`config.mk`:
```
export PLATFORM = sky130hd
export DESIGN_NAME = aes_round_ctrl
export DESIGN_NICKNAME = d
export VERILOG_FILES = /design/src/rtl/aes_round_ctrl.sv
export SDC_FILE = /design/constraint.sdc
export NUM_CORES = 1
export LEC_CHECK = 0
export BUFFER_PORTS_ARGS = -buffer_cell sky130_fd_sc_hd__buf_2
export CAP_MARGIN = 20
export CORE_AREA = 2 2 255 257
export CTS_CLUSTER_DIAMETER = 40
export CTS_CLUSTER_SIZE = 10
export DETAILED_ROUTE_END_ITERATION = 8
export DIE_AREA = 0 0 257 259
export GPL_ROUTABILITY_DRIVEN = 0
export PLACE_DENSITY = 0.43
export SLEW_MARGIN = 10
export SYNTH_ARGS = -nofsm -noshare
export SYNTH_HDL_FRONTEND = slang
export SYNTH_SLANG_ARGS = --single-unit
export TNS_END_PERCENT = 10
```
`constraint.sdc`:
```
create_clock -name clk -period 2 [get_ports clk]
set_input_delay 0.1 -clock clk [delete_from_list [all_inputs] [get_ports clk]]
set_output_delay 0.1 -clock clk [all_outputs]
set_load 0.05 [all_outputs]
```
`src/rtl/aes_round_ctrl.sv`:
```
// ---------------------------------------------------------------------------
// aes_round_ctrl
//   Sequencer for the iterative AES-128 encryption core.
//   - Owns the 128-bit state register.
//   - Accepts one plaintext block on a valid/ready handshake.
//   - Runs the external round datapath once per cycle.
//   - Presents the round-key index to the key store.
//   - Flags the final round so the datapath can skip MixColumns.
//
//   Optional feature macro: AES_CTRL_ABORT_EN
//     When defined, an extra 'abort' input cancels the block in flight.
//
// Ports
//   clk        in   1        rising-edge clock
//   rst_n      in   1        asynchronous active-low reset
//   abort      in   1        (AES_CTRL_ABORT_EN only) drop current block
//   in_valid   in   1        plaintext valid
//   in_ready   out  1        controller idle, can take a block
//   in_data    in   128      plaintext, byte 0 in [127:120], column-major
//   rk_idx     out  RK_IDX_W round-key index to the key store
//   round_key  in   128      round key for rk_idx (same cycle)
//   dp_state   out  128      state register, feeds the round datapath
//   dp_last    out  1        final round: datapath bypasses MixColumns
//   dp_result  in   128      datapath output
//   out_valid  out  1        ciphertext valid
//   out_ready  in   1        downstream accepts ciphertext
//   out_data   out  128      ciphertext (state register)
//   busy       out  1        controller not idle
//
// State table
//   state   | meaning
//   S_IDLE  | waiting for a plaintext block; in_ready = 1
//   S_ROUND | one datapath round per cycle, rk_idx = round counter
//   S_DONE  | ciphertext held on out_data until out_ready
// ---------------------------------------------------------------------------
module aes_round_ctrl #(
  parameter int NUM_ROUNDS = 10,
  parameter int RK_IDX_W   = 4
) (
  input  logic                clk,
  input  logic                rst_n,
`ifdef AES_CTRL_ABORT_EN
  input  logic                abort,
`endif
  input  logic                in_valid,
  output logic                in_ready,
  input  logic [127:0]        in_data,
  output logic [RK_IDX_W-1:0] rk_idx,
  input  logic [127:0]        round_key,
  output logic [127:0]        dp_state,
  output logic                dp_last,
  input  logic [127:0]        dp_result,
  output logic                out_valid,
  input  logic                out_ready,
  output logic [127:0]        out_data,
  output logic                busy
);

  localparam logic [1:0] S_IDLE  = 2'd0;
  localparam logic [1:0] S_ROUND = 2'd1;
  localparam logic [1:0] S_DONE  = 2'd2;

  localparam logic [RK_IDX_W-1:0] LAST_RND = RK_IDX_W'(NUM_ROUNDS);
  localparam logic [RK_IDX_W-1:0] FIRST_RND = RK_IDX_W'(1);

  logic [1:0]          r_fsm;
  logic [RK_IDX_W-1:0] r_round;
  logic [127:0]        r_state;

  logic w_abort;
  logic w_final;

`ifdef AES_CTRL_ABORT_EN
  // Abort only matters once a block has been taken; in IDLE it is a no-op.
  assign w_abort = abort && (r_fsm != S_IDLE);
`else
  assign w_abort = 1'b0;
`endif

  assign w_final = (r_round == LAST_RND);

  always_ff @(posedge clk or negedge rst_n) begin
    if (!rst_n) begin
      r_fsm   <= S_IDLE;
      r_round <= '0;
      r_state <= '0;
    end else if (w_abort) begin
      r_fsm   <= S_IDLE;
      r_round <= '0;
      r_state <= '0;
    end else begin
      case (r_fsm)
        S_IDLE: begin
          // in_ready is 1 in IDLE, so in_valid alone completes the handshake.
          // rk_idx is 0 here, so round_key is the whitening key.
          if (in_valid) begin
            r_state <= in_data ^ round_key;
            r_round <= FIRST_RND;
            r_fsm   <= S_ROUND;
          end
        end
        S_ROUND: begin
          r_state <= dp_result;
          if (w_final) begin
            r_fsm <= S_DONE;
          end else begin
            r_round <= r_round + FIRST_RND;
          end
        end
        S_DONE: begin
          if (out_ready) begin
            r_fsm   <= S_IDLE;
            r_round <= '0;
          end
        end
        default: begin
          r_fsm   <= S_IDLE;
          r_round <= '0;
        end
      endcase
    end
  end

  // The round counter is 0 whenever the FSM is idle, so it can drive
  // rk_idx directly in every state.
  assign rk_idx    = r_round;
  assign dp_state  = r_state;
  assign out_data  = r_state;
  assign dp_last   = (r_fsm == S_ROUND) && w_final;
  assign in_ready  = (r_fsm == S_IDLE);
  assign out_valid = (r_fsm == S_DONE);
  assign busy      = (r_fsm != S_IDLE);

endmodule

```
==> impl_metrics.env, run 1 <==
export IMPL_final_max_slew_violation_count=0
export IMPL_leakage_nw=6.64
export IMPL_grt_start_max_net_pins=66
export IMPL_num_antenna_cells=0
export IMPL_timing_slew_headroom_pct=64.3
export IMPL_worst_endpoint_arrival_ns=1.71
export IMPL_critical_path_class="flop to primary output"
export IMPL_detail_route_wl_per_cell_microns=15.0
export IMPL_grt_overflow=0
export IMPL_final_min_period_over_clock_period_pct=90.4
export IMPL_worstPathRequired_ns=1.90
export IMPL_grt_first_pass_wirelength_microns=50500
export IMPL_skew_ns=0.00725
export IMPL_synthesis_nets=1129
export IMPL_clk_pin_slew_worst_paths_ns=0.06
export IMPL_via_count=8399
export IMPL_ys_warn_count=0
export IMPL_ys_seq_elements=134
export IMPL_buffer_ports_inserted=651
export IMPL_totalWireLength_microns=34200
export IMPL_fp_row_count=93
export IMPL_cap_violations=0
export IMPL_timing_hold_worst_endpoint="dp_state[47]"
export IMPL_tritoncts_num_sinks=134
export IMPL_cts_tree="done"
export IMPL_syn_area_per_cell_sq_um=11.1
export IMPL_core_area_sq_um=63900
export IMPL_netlist_area_sq_um=8200
export IMPL_place_hpwl_microns=25400
export IMPL_postSynthCellCount=739
export IMPL_holdPathStages=3
export IMPL_ys_seq_area_share_pct=40.9
export IMPL_tns_ns=0
export IMPL_ioPinCount=652
export IMPL_die_width_microns=257
export IMPL_firstDrtPassIters=4
export IMPL_max_clock_freq_ghz=0.553
export IMPL_worstSetupEndpointType="primary output"
export IMPL_rrSetupSlack_ns=0.33
export IMPL_hold_class="input port to flop"
export IMPL_clock_latency_of_the_later_clocked_register_in_the_worst_skew_pair_ns=0.46
export IMPL_cts_buffer_depth=2
export IMPL_dieHeight_microns=259
export IMPL_total_power_mw=24.9
export IMPL_detailedRoute_firstIterationViolations=477
export IMPL_cts_setup_buffers=0
export IMPL_drive_gt1_share_pct=49.6
export IMPL_critical_path_reg2reg_startpoint="r_fsm[0]"
export IMPL_worstPathMaxFanout=10
export IMPL_initial_core_util_pct=12.8
export IMPL_r2r_end="dp_state[67]"
export IMPL_die_area_sq_um=66600
export IMPL_global_route_usage_total_pct=9.98
export IMPL_final_period_minus_worst_setup_slack_ns=1.81
export IMPL_flow_area_growth_from_synthesis_pct=68.6
export IMPL_tritoncts_num_buffers=17
export IMPL_vias_per_cell=3.69
export IMPL_drcViolationCount=0
export IMPL_hp_start="round_key[47]"
export IMPL_final_nets=1800
export IMPL_ctsHtreeMaxLevel=4
export IMPL_result_of_the_run="complete, no violations"
export IMPL_startpoint_type="flop"
export IMPL_grt_antenna_before_repair=2
export IMPL_synth_distinct_cells=33
export IMPL_route_antenna_remaining_nets=0
export IMPL_power_density_nw_per_um2=1800
export IMPL_finalSetupViolCount=0
export IMPL_power_ir_vdd_worst_v=0.000916
export IMPL_tightestPinTransition_ns=0.534
export IMPL_clk_root_buffer_cell="sky130_fd_sc_hd__clkbuf_16"
export IMPL_reg2regPathDepth=4
export IMPL_rsz0062_at_grt="false"
export IMPL_finalHoldViolCount=0
export IMPL_vias_in_the_first_global_route=8589
## cells by family after synthesis
group,after synthesis,share of synthesized area [%]
AO/OA/AOI/OAI,136,16.5
XOR/XNOR,129,13.8
adder cells (fa/ha/maj),2,0.305
buffers and inverters,191,15.4
flip-flops,134,40.9
multiplexers,1,0.122
AND/OR/NAND/NOR,146,13.0
## where the power goes
group | leakage, nW | internal, mW | switching [mW]
Sequential | 1.58 | 4.01 | 1.30
Combinational | 4.78 | 4.06 | 12.4
Clock | 0.276 | 1.77 | 1.34
## worst max-delay path: stages, from the launching register on
cell,delay (ns)
sky130_fd_sc_hd__dfrtp_4,0.56
sky130_fd_sc_hd__nand2b_1,0.23
sky130_fd_sc_hd__nor3_2,0.16
sky130_fd_sc_hd__buf_2,0.31
## layout make-up
cell class                      instances  area (sq um)
Fill cell                            6984         50100
Timing Repair Buffer                  838          5220
Tap cell                              855          1070
Multi-Input combinational cell        414          3590
Clock buffer                           20           457
Clock inverter                         12           105
Sequential cell                       134          3360
Inverter                                5          21.3
## state kept, by name, summed over array words and instances, names as in the netlist
name      count
rk_idx        4
r_fsm         2
dp_state    128
## what timing repair did
item | in CTS | in global routing
hold endpoints to repair | 170 | 0
gates resized for setup | 0 | 1
endpoints found under the setup margin | 0 | 1
hold buffers | 169 | 0
## worst max path at each step
stage,startpoint,end,cells past startpoint
after global placement,r_fsm[0],dp_state[62],4
after floorplan,rk_idx[1],r_fsm[1],4
after detailed placement,r_fsm[0],dp_state[38],4
after CTS,r_fsm[0],dp_last,3
final,r_fsm[1],dp_last,3
after global routing,r_fsm[1],dp_last,3
## Yosys cell counts
library cell,count,area [sq um]
sky130_fd_sc_hd__dfrtp_1,134,3350
sky130_fd_sc_hd__buf_4,130,976
sky130_fd_sc_hd__xor2_1,128,1120
sky130_fd_sc_hd__nor3b_1,127,953
sky130_fd_sc_hd__a221o_1,126,1260
sky130_fd_sc_hd__clkbuf_1,28,105
sky130_fd_sc_hd__buf_2,24,120
sky130_fd_sc_hd__nand2_1,5,18.8
sky130_fd_sc_hd__buf_6,4,45.0
sky130_fd_sc_hd__inv_1,4,15.0
sky130_fd_sc_hd__a22oi_1,3,22.5
sky130_fd_sc_hd__nand3_1,3,15.0
sky130_fd_sc_hd__ha_1,2,25.0
sky130_fd_sc_hd__nor2b_1,2,12.5
sky130_fd_sc_hd__a211oi_1,1,7.51
sky130_fd_sc_hd__a21o_1,1,7.51
sky130_fd_sc_hd__a21oi_1,1,5.00
sky130_fd_sc_hd__a32o_1,1,10.0
sky130_fd_sc_hd__and3b_1,1,8.76
sky130_fd_sc_hd__inv_2,1,3.75
sky130_fd_sc_hd__mux2i_1,1,10.0
sky130_fd_sc_hd__nand2b_1,1,6.26
sky130_fd_sc_hd__nand3b_1,1,7.51
sky130_fd_sc_hd__nand4_1,1,6.26
sky130_fd_sc_hd__nor2_1,1,3.75
sky130_fd_sc_hd__nor3_1,1,5.00
sky130_fd_sc_hd__nor3b_2,1,12.5
sky130_fd_sc_hd__o21bai_4,1,18.8
sky130_fd_sc_hd__o311ai_1,1,8.76
sky130_fd_sc_hd__o32ai_1,1,8.76
sky130_fd_sc_hd__or2_1,1,6.26
sky130_fd_sc_hd__or4_1,1,7.51
sky130_fd_sc_hd__xnor2_1,1,8.76
## metal layers
layer  vias up  part of all wire [%]  routed length [microns]  GRT usage [%]
met5         -                 0.023                        8              0
met4         2                   3.0                     1010           4.78
met3        43                   6.8                     2320           2.82
met2       410                    51                    17500           17.5
met1      4007                    39                    13400           11.1
li1       3937                     -                        -              -
## layout by cell type, fill, tap and decap left out, types with 5 or more instances in the layout
cell	n
sky130_fd_sc_hd__xor2_1	128
sky130_fd_sc_hd__buf_2	650
sky130_fd_sc_hd__dlygate4sd3_1	169
sky130_fd_sc_hd__clkinv_2	5
sky130_fd_sc_hd__nand2_1	5
sky130_fd_sc_hd__clkbuf_16	17
sky130_fd_sc_hd__nor3b_1	127
sky130_fd_sc_hd__dfrtp_1	132
sky130_fd_sc_hd__a221o_1	126
sky130_fd_sc_hd__buf_4	8
sky130_fd_sc_hd__buf_12	10
## per-stage QoR
step           std cells  setup slack, ns  utilization [%]  instance area, sq um  hold WS (ns)
6_report            2278            0.191             21.6                 13800        0.0396
4_1_cts             2278           0.0750             21.6                 13800     0.0000510
5_1_grt             2278           0.0702             21.6                 13800        0.0148
2_1_floorplan        739            0.103                -                  8200        -0.196
3_5_place_dp        2077            0.264             18.1                 11600        0.0890
3_3_place_gp        2077            0.313             18.1                 11600        0.0905
Power figures use the tool's default switching activity.
==> run 2, diff against run 1 <==
--- a/config.mk
+++ b/config.mk
@@ -7,13 +7,14 @@
 export LEC_CHECK = 0
 export BUFFER_PORTS_ARGS = -buffer_cell sky130_fd_sc_hd__buf_2
 export CAP_MARGIN = 20
-export CORE_AREA = 2 2 255 257
+export CORE_AREA = 10 10 248 250
 export CTS_CLUSTER_DIAMETER = 40
 export CTS_CLUSTER_SIZE = 10
 export DETAILED_ROUTE_END_ITERATION = 8
-export DIE_AREA = 0 0 257 259
+export DIE_AREA = 0 0 258 260
 export GPL_ROUTABILITY_DRIVEN = 0
-export PLACE_DENSITY = 0.43
+export PLACE_DENSITY = 0.46
+export SETUP_SLACK_MARGIN = 0.5
 export SLEW_MARGIN = 10
 export SYNTH_ARGS = -nofsm -noshare
 export SYNTH_HDL_FRONTEND = slang
==> run 2 against run 1 <==
  * Sequential cell count is the same
  * Utilization rose by 3.8 points
  * Critical endpoint is now dp_state[87]
  * Setup slack gained 0.095 ns
  * Clock-buffer cell count grew 3
  * Sequential share of layout area shrank 0.83 points
==> impl_metrics.env, run 2 (synthesis gave the netlist of run 1 again) <==
export IMPL_totalWireLength_microns=43900
export IMPL_worst_endpoint_arrival_ns=2.05
export IMPL_rsz0062_at_grt="true"
export IMPL_final_nets=1838
export IMPL_place_hpwl_microns=31200
export IMPL_global_route_usage_total_pct=11.8
export IMPL_most_common_cell_after_layout_fill_and_taps_aside="sky130_fd_sc_hd__buf_2"
export IMPL_final_period_minus_worst_setup_slack_ns=1.71
export IMPL_switching_part_of_the_total_pct=59.9
export IMPL_fill_cells=5982
export IMPL_die_area_sq_um=67100
export IMPL_finalHoldViolCount=0
export IMPL_flip_flop_count_of_the_largest_register_all_copies_and_words_added=128
export IMPL_grt_start_max_net_pins=67
export IMPL_drive_gt1_share_pct=51.3
export IMPL_route_antenna_remaining_nets=0
export IMPL_tns_ns=0
export IMPL_tritoncts_num_sinks=134
export IMPL_dieHeight_microns=260
export IMPL_ctsHtreeMaxLevel=4
export IMPL_critical_path_class="flop to flop"
export IMPL_flow_area_growth_from_synthesis_pct=74.6
export IMPL_final_max_slew_violation_count=0
export IMPL_via_count=8767
export IMPL_buffer_ports_inserted=651
export IMPL_detail_route_wl_per_cell_microns=19.8
export IMPL_cts_tree="done"
export IMPL_core_area_sq_um=56300
export IMPL_power_ir_vdd_worst_v=0.000996
export IMPL_clkPwrFrac_pct=11.5
export IMPL_power_switching_mw=15.8
export IMPL_vias_per_cell=3.96
export IMPL_stdcell_count=2216
export IMPL_clk_root_buffer_cell="sky130_fd_sc_hd__clkbuf_16"
export IMPL_detailedRoute_firstIterationViolations=437
export IMPL_combinational_cell_fraction_of_total_power_pct=67.9
export IMPL_power_frac_seq_pct=20.6
export IMPL_grt_antenna_before_repair=1
export IMPL_ioPinCount=652
export IMPL_fp_row_count=87
export IMPL_grt_overflow=0
export IMPL_initial_core_util_pct=14.6
export IMPL_startpoint_type="flop"
export IMPL_final_min_period_over_clock_period_pct=85.7
export IMPL_dpl_cell_count=1989
export IMPL_postLayoutCoreUtil_pct=25.4
export IMPL_power_density_nw_per_um2=1840
export IMPL_num_antenna_cells=0
export IMPL_drcViolationCount=0
export IMPL_tightestPinTransition_ns=0.428
export IMPL_power_internal_mw=10.6
export IMPL_skew_ns=0.0131
export IMPL_hold_class="input port to flop"
export IMPL_timing_slew_headroom_pct=71.4
export IMPL_firstDrtPassIters=4
export IMPL_cts_buffer_depth=2
export IMPL_vias_in_the_first_global_route=9937
export IMPL_max_clock_freq_ghz=0.583
export IMPL_result_of_the_run="complete, no violations"
export IMPL_finalSetupViolCount=0
export IMPL_total_power_mw=26.4
export IMPL_clock_latency_of_the_later_clocked_register_in_the_worst_skew_pair_ns=0.47
export IMPL_clk_pin_slew_worst_paths_ns=0.06
export IMPL_tritoncts_num_buffers=17
export IMPL_worstSetupEndpointType="flop"
export IMPL_cap_violations=0
export IMPL_worstPathRequired_ns=2.34
export IMPL_die_width_microns=258
export IMPL_commonest_non_fill_non_tap_cells_in_the_layout="646 x sky130_fd_sc_hd__buf_2, 169 x sky130_fd_sc_hd__dlygate4sd3_1, 131 x sky130_fd_sc_hd__dfrtp_1, 128 x sky130_fd_sc_hd__xor2_1"
export IMPL_grt_first_pass_wirelength_microns=60700
export IMPL_worstPathMaxFanout=16
export IMPL_leakage_nw=6.93
-- run 2: per-stage QoR --
step	hold WS, ns	area [sq um]	setup slack (ns)
floorplan	-0.196	8220	0.289
global placement	0.0323	11600	0.414
detailed placement	0.0409	11600	0.385
CTS	0.000259	14000	0.261
global route	0.0237	14300	0.200
finish	0.0419	14300	0.286
-- run 2: final timing paths --
check	from	to	slack [ns]	depth (start not counted)
setup / recovery	r_fsm[1]	dp_state[87]	0.29	5
hold / removal	dp_result[99]	dp_state[99]	0.04	3
setup reg to reg	r_fsm[1]	dp_state[87]	0.29	5
hold reg to reg	dp_state[126]	dp_state[126]	0.51	2
max in group asynchronous	rst_n	dp_state[48]	1.23	3
min in group asynchronous	rst_n	dp_state[123]	0.10	2
-- run 2: power groups by stage --
stage                     clock, mW  combinational, mW  sequential (mW)
after floorplan                   0               9.51             9.40
after global placement            0               16.8             5.43
after detailed placement          0               16.8             5.45
after CTS                      3.20               17.4             5.43
after global routing           3.28               18.7             5.60
final                          3.04               17.9             5.42
-- run 2: worst max-delay path, stage by stage, from the launching register on --
cell,delay (ns)
sky130_fd_sc_hd__dfrtp_4,0.52
sky130_fd_sc_hd__buf_8,0.16
sky130_fd_sc_hd__o21bai_4,0.18
sky130_fd_sc_hd__buf_12,0.17
sky130_fd_sc_hd__clkbuf_16,0.20
sky130_fd_sc_hd__a221o_1,0.36
-- run 2: area by class of cell --
| type | count | area (sq um) | area share, % |
|---|---|---|---|
| Sequential cell | 134 | 3360 | 23.5 |
| Inverter | 5 | 25.0 | 0.175 |
| Tap cell | 756 | 946 | 6.61 |
| Timing Repair Buffer | 875 | 5790 | 40.5 |
| Multi-Input combinational cell | 415 | 3640 | 25.5 |
| Clock inverter | 8 | 76.3 | 0.533 |
| Clock buffer | 23 | 468 | 3.27 |
-- run 2: timing repair --
item | CTS | global route
hold endpoints to repair | 235 | 0
gates cloned | 3 | 10
buffers inserted | 9 | 5
setup endpoints to repair | 129 | 135
hold buffers | 169 | 0
resized for setup | 15 | 8
pin swaps | 3 | 3
-- run 2: metal layers --
| layer | GRT usage, % | vias up | share of wire (%) |
|---|---|---|---|
| li1 | - | 4016 | - |
| met1 | 12.4 | 4242 | 38 |
| met2 | 20.5 | 456 | 51 |
| met3 | 4.70 | 51 | 7.7 |
| met4 | 5.37 | 2 | 3.1 |
| met5 | 0 | - | 0.034 |
==> run 3, diff against run 2 <==
--- a/config.mk
+++ b/config.mk
@@ -6,13 +6,13 @@
 export NUM_CORES = 1
 export LEC_CHECK = 0
 export BUFFER_PORTS_ARGS = -buffer_cell sky130_fd_sc_hd__buf_2
-export CAP_MARGIN = 20
 export CORE_AREA = 10 10 248 250
 export CTS_CLUSTER_DIAMETER = 40
 export CTS_CLUSTER_SIZE = 10
 export DETAILED_ROUTE_END_ITERATION = 8
 export DIE_AREA = 0 0 258 260
 export GPL_ROUTABILITY_DRIVEN = 0
+export MAX_ROUTING_LAYER = met4
 export PLACE_DENSITY = 0.46
 export SETUP_SLACK_MARGIN = 0.5
 export SLEW_MARGIN = 10
==> run 3 against run 2 <==
  * Critical path depth is the same
  * Clock power barely moved
  * Worst hold slack barely moved
  * Via count hardly changed
  * Critical endpoint is now dp_state[91]
==> impl_metrics.env, run 3 (synthesis gave the netlist of run 1 again) <==
export IMPL_critical_path_reg2reg_startpoint="r_fsm[1]"
export IMPL_timing_hold_worst_endpoint="dp_state[99]"
export IMPL_commonest_non_fill_non_tap_cells_in_the_layout="646 x sky130_fd_sc_hd__buf_2, 169 x sky130_fd_sc_hd__dlygate4sd3_1, 131 x sky130_fd_sc_hd__dfrtp_1, 128 x sky130_fd_sc_hd__xor2_1"
export IMPL_rsz0062_at_grt="true"
export IMPL_via_count=8761
export IMPL_final_max_slew_violation_count=0
export IMPL_cts_tree="done"
export IMPL_core_area_sq_um=56300
export IMPL_initial_core_util_pct=14.6
export IMPL_drcViolationCount=0
export IMPL_slowest_stage="sky130_fd_sc_hd__dfrtp_4"
export IMPL_leakage_nw=6.99
export IMPL_detailedRoute_firstIterationViolations=481
export IMPL_tritoncts_num_sinks=134
export IMPL_critical_path_class="flop to flop"
export IMPL_crit_top_cell="sky130_fd_sc_hd__buf_6"
export IMPL_clock_latency_of_the_later_clocked_register_in_the_worst_skew_pair_ns=0.47
export IMPL_route_antenna_remaining_nets=0
export IMPL_die_width_microns=258
export IMPL_final_nets=1846
export IMPL_fp_row_count=87
export IMPL_ctsHtreeMaxLevel=4
export IMPL_startpoint_type="flop"
export IMPL_tightestPinTransition_ns=0.428
export IMPL_final_min_period_over_clock_period_pct=87.4
export IMPL_result_of_the_run="complete, no violations"
export IMPL_worstPathMaxFanout=15
export IMPL_die_area_sq_um=67100
export IMPL_firstDrtPassIters=6
export IMPL_fill_cells=5973
export IMPL_flow_area_growth_from_synthesis_pct=76.1
export IMPL_timing_slew_headroom_pct=71.4
export IMPL_sequence_of_cells_on_the_critical_path="buf_6 > o21bai_4 > buf_12 > buf_6 > a221o_1"
export IMPL_grt_first_pass_wirelength_microns=60600
export IMPL_tritoncts_num_buffers=17
export IMPL_grt_start_max_net_pins=67
export IMPL_place_hpwl_microns=31200
export IMPL_rrSetupSlack_ns=0.25
export IMPL_critical_path_top_delay_family="compound AO/OA/AOI/OAI gates"
export IMPL_postLayoutCoreUtil_pct=25.7
export IMPL_buffer_ports_inserted=651
export IMPL_ioPinCount=652
export IMPL_drive_gt1_share_pct=51.6
export IMPL_hp_start="dp_result[99]"
export IMPL_max_clock_freq_ghz=0.572
export IMPL_holdPathStages=3
export IMPL_skew_ns=0.00948
export IMPL_global_route_usage_total_pct=12.1
export IMPL_cts_buffer_depth=2
export IMPL_grt_antenna_before_repair=1
export IMPL_timing_critical_path_buf_inv=3
export IMPL_vias_per_cell=3.94
export IMPL_crit_path_depth=5
export IMPL_finalHoldViolCount=0
export IMPL_vias_in_the_first_global_route=9951
export IMPL_most_common_cell_after_layout_fill_and_taps_aside="sky130_fd_sc_hd__buf_2"
export IMPL_dieHeight_microns=260
export IMPL_power_ir_vdd_worst_v=0.000994
export IMPL_cap_violations=0
export IMPL_totalWireLength_microns=44200
export IMPL_startpoint="r_fsm[1]"
export IMPL_final_period_minus_worst_setup_slack_ns=1.75
export IMPL_grt_overflow=0
export IMPL_hold_class="input port to flop"
export IMPL_worstPathRequired_ns=2.35
export IMPL_worst_endpoint_arrival_ns=2.10
export IMPL_reg2regPathDepth=5
export IMPL_finalSetupViolCount=0
export IMPL_tns_ns=0
export IMPL_detail_route_wl_per_cell_microns=19.9
export IMPL_clk_root_buffer_cell="sky130_fd_sc_hd__clkbuf_16"
export IMPL_power_density_nw_per_um2=1840
export IMPL_worstSetupEndpointType="flop"
export IMPL_r2r_end="dp_state[91]"
export IMPL_clk_pin_slew_worst_paths_ns=0.06
export IMPL_worst_path_largest_cell_delay_ns=0.52
export IMPL_flip_flop_count_of_the_largest_register_all_copies_and_words_added=128
## run 3: layer usage
layer,GRT usage [%],wire (microns),up-vias
met5,-,0,-
met4,5.62,1440,0
met3,3.83,3100,51
met2,20.5,22300,469
met1,12.8,17300,4211
li1,-,-,4030
## run 3: how the worst max path moves through the flow
stage / endpoint / slack, ns
2_1_floorplan: r_fsm[1] / 0.29
3_3_place_gp: dp_state[39] / 0.41
3_5_place_dp: dp_state[15] / 0.38
4_1_cts: dp_last / 0.26
5_1_grt: dp_last / 0.20
6_report: dp_state[91] / 0.25
## run 3: power by group
group,switching [mW],internal [mW]
logic,13.2,4.97
registers,1.41,4.02
clock network,1.29,1.76
## run 3: stage by stage
stage	power, mW	area (sq um)	hold WS, ns	setup WS [ns]	instances
floorplan	18.9	8220	-0.196	0.289	739
global placement	22.2	11600	0.0323	0.414	1989
detailed placement	22.3	11600	0.0409	0.385	1989
CTS	26.1	14000	0.000259	0.261	2201
global route	27.8	14400	0.0287	0.205	2225
finish	26.6	14400	0.0422	0.252	2225
## run 3: worst register-to-register path, delay by kind of cell (launching register included)
kind | cells | cell delay, ns
DFF | 1 | 0.52
AOI/OAI and AO/OA | 2 | 0.60
buffers and inverters | 3 | 0.52
## run 3: what timing repair did
| item | CTS | global route |
|---|---|---|
| endpoints found under the hold margin | 235 | 0 |
| endpoints found under the setup margin | 129 | 135 |
| cloned | 3 | 11 |
| pin swaps | 3 | 9 |
| resized for setup | 15 | 12 |
| hold buffers | 169 | 0 |
| setup buffers | 9 | 12 |
## run 3: area by class of cell
class | count | area [sq um] | share of cell area (%)
diodes | 1 | 2.50 | 0.0173
clock buffers | 23 | 468 | 3.24
clock inverters | 8 | 76.3 | 0.529
inverters | 5 | 25.0 | 0.173
multi-input cells | 414 | 3630 | 25.2
flip-flops and latches | 134 | 3360 | 23.3
well taps | 756 | 946 | 6.55
repair buffers | 884 | 5930 | 41.1
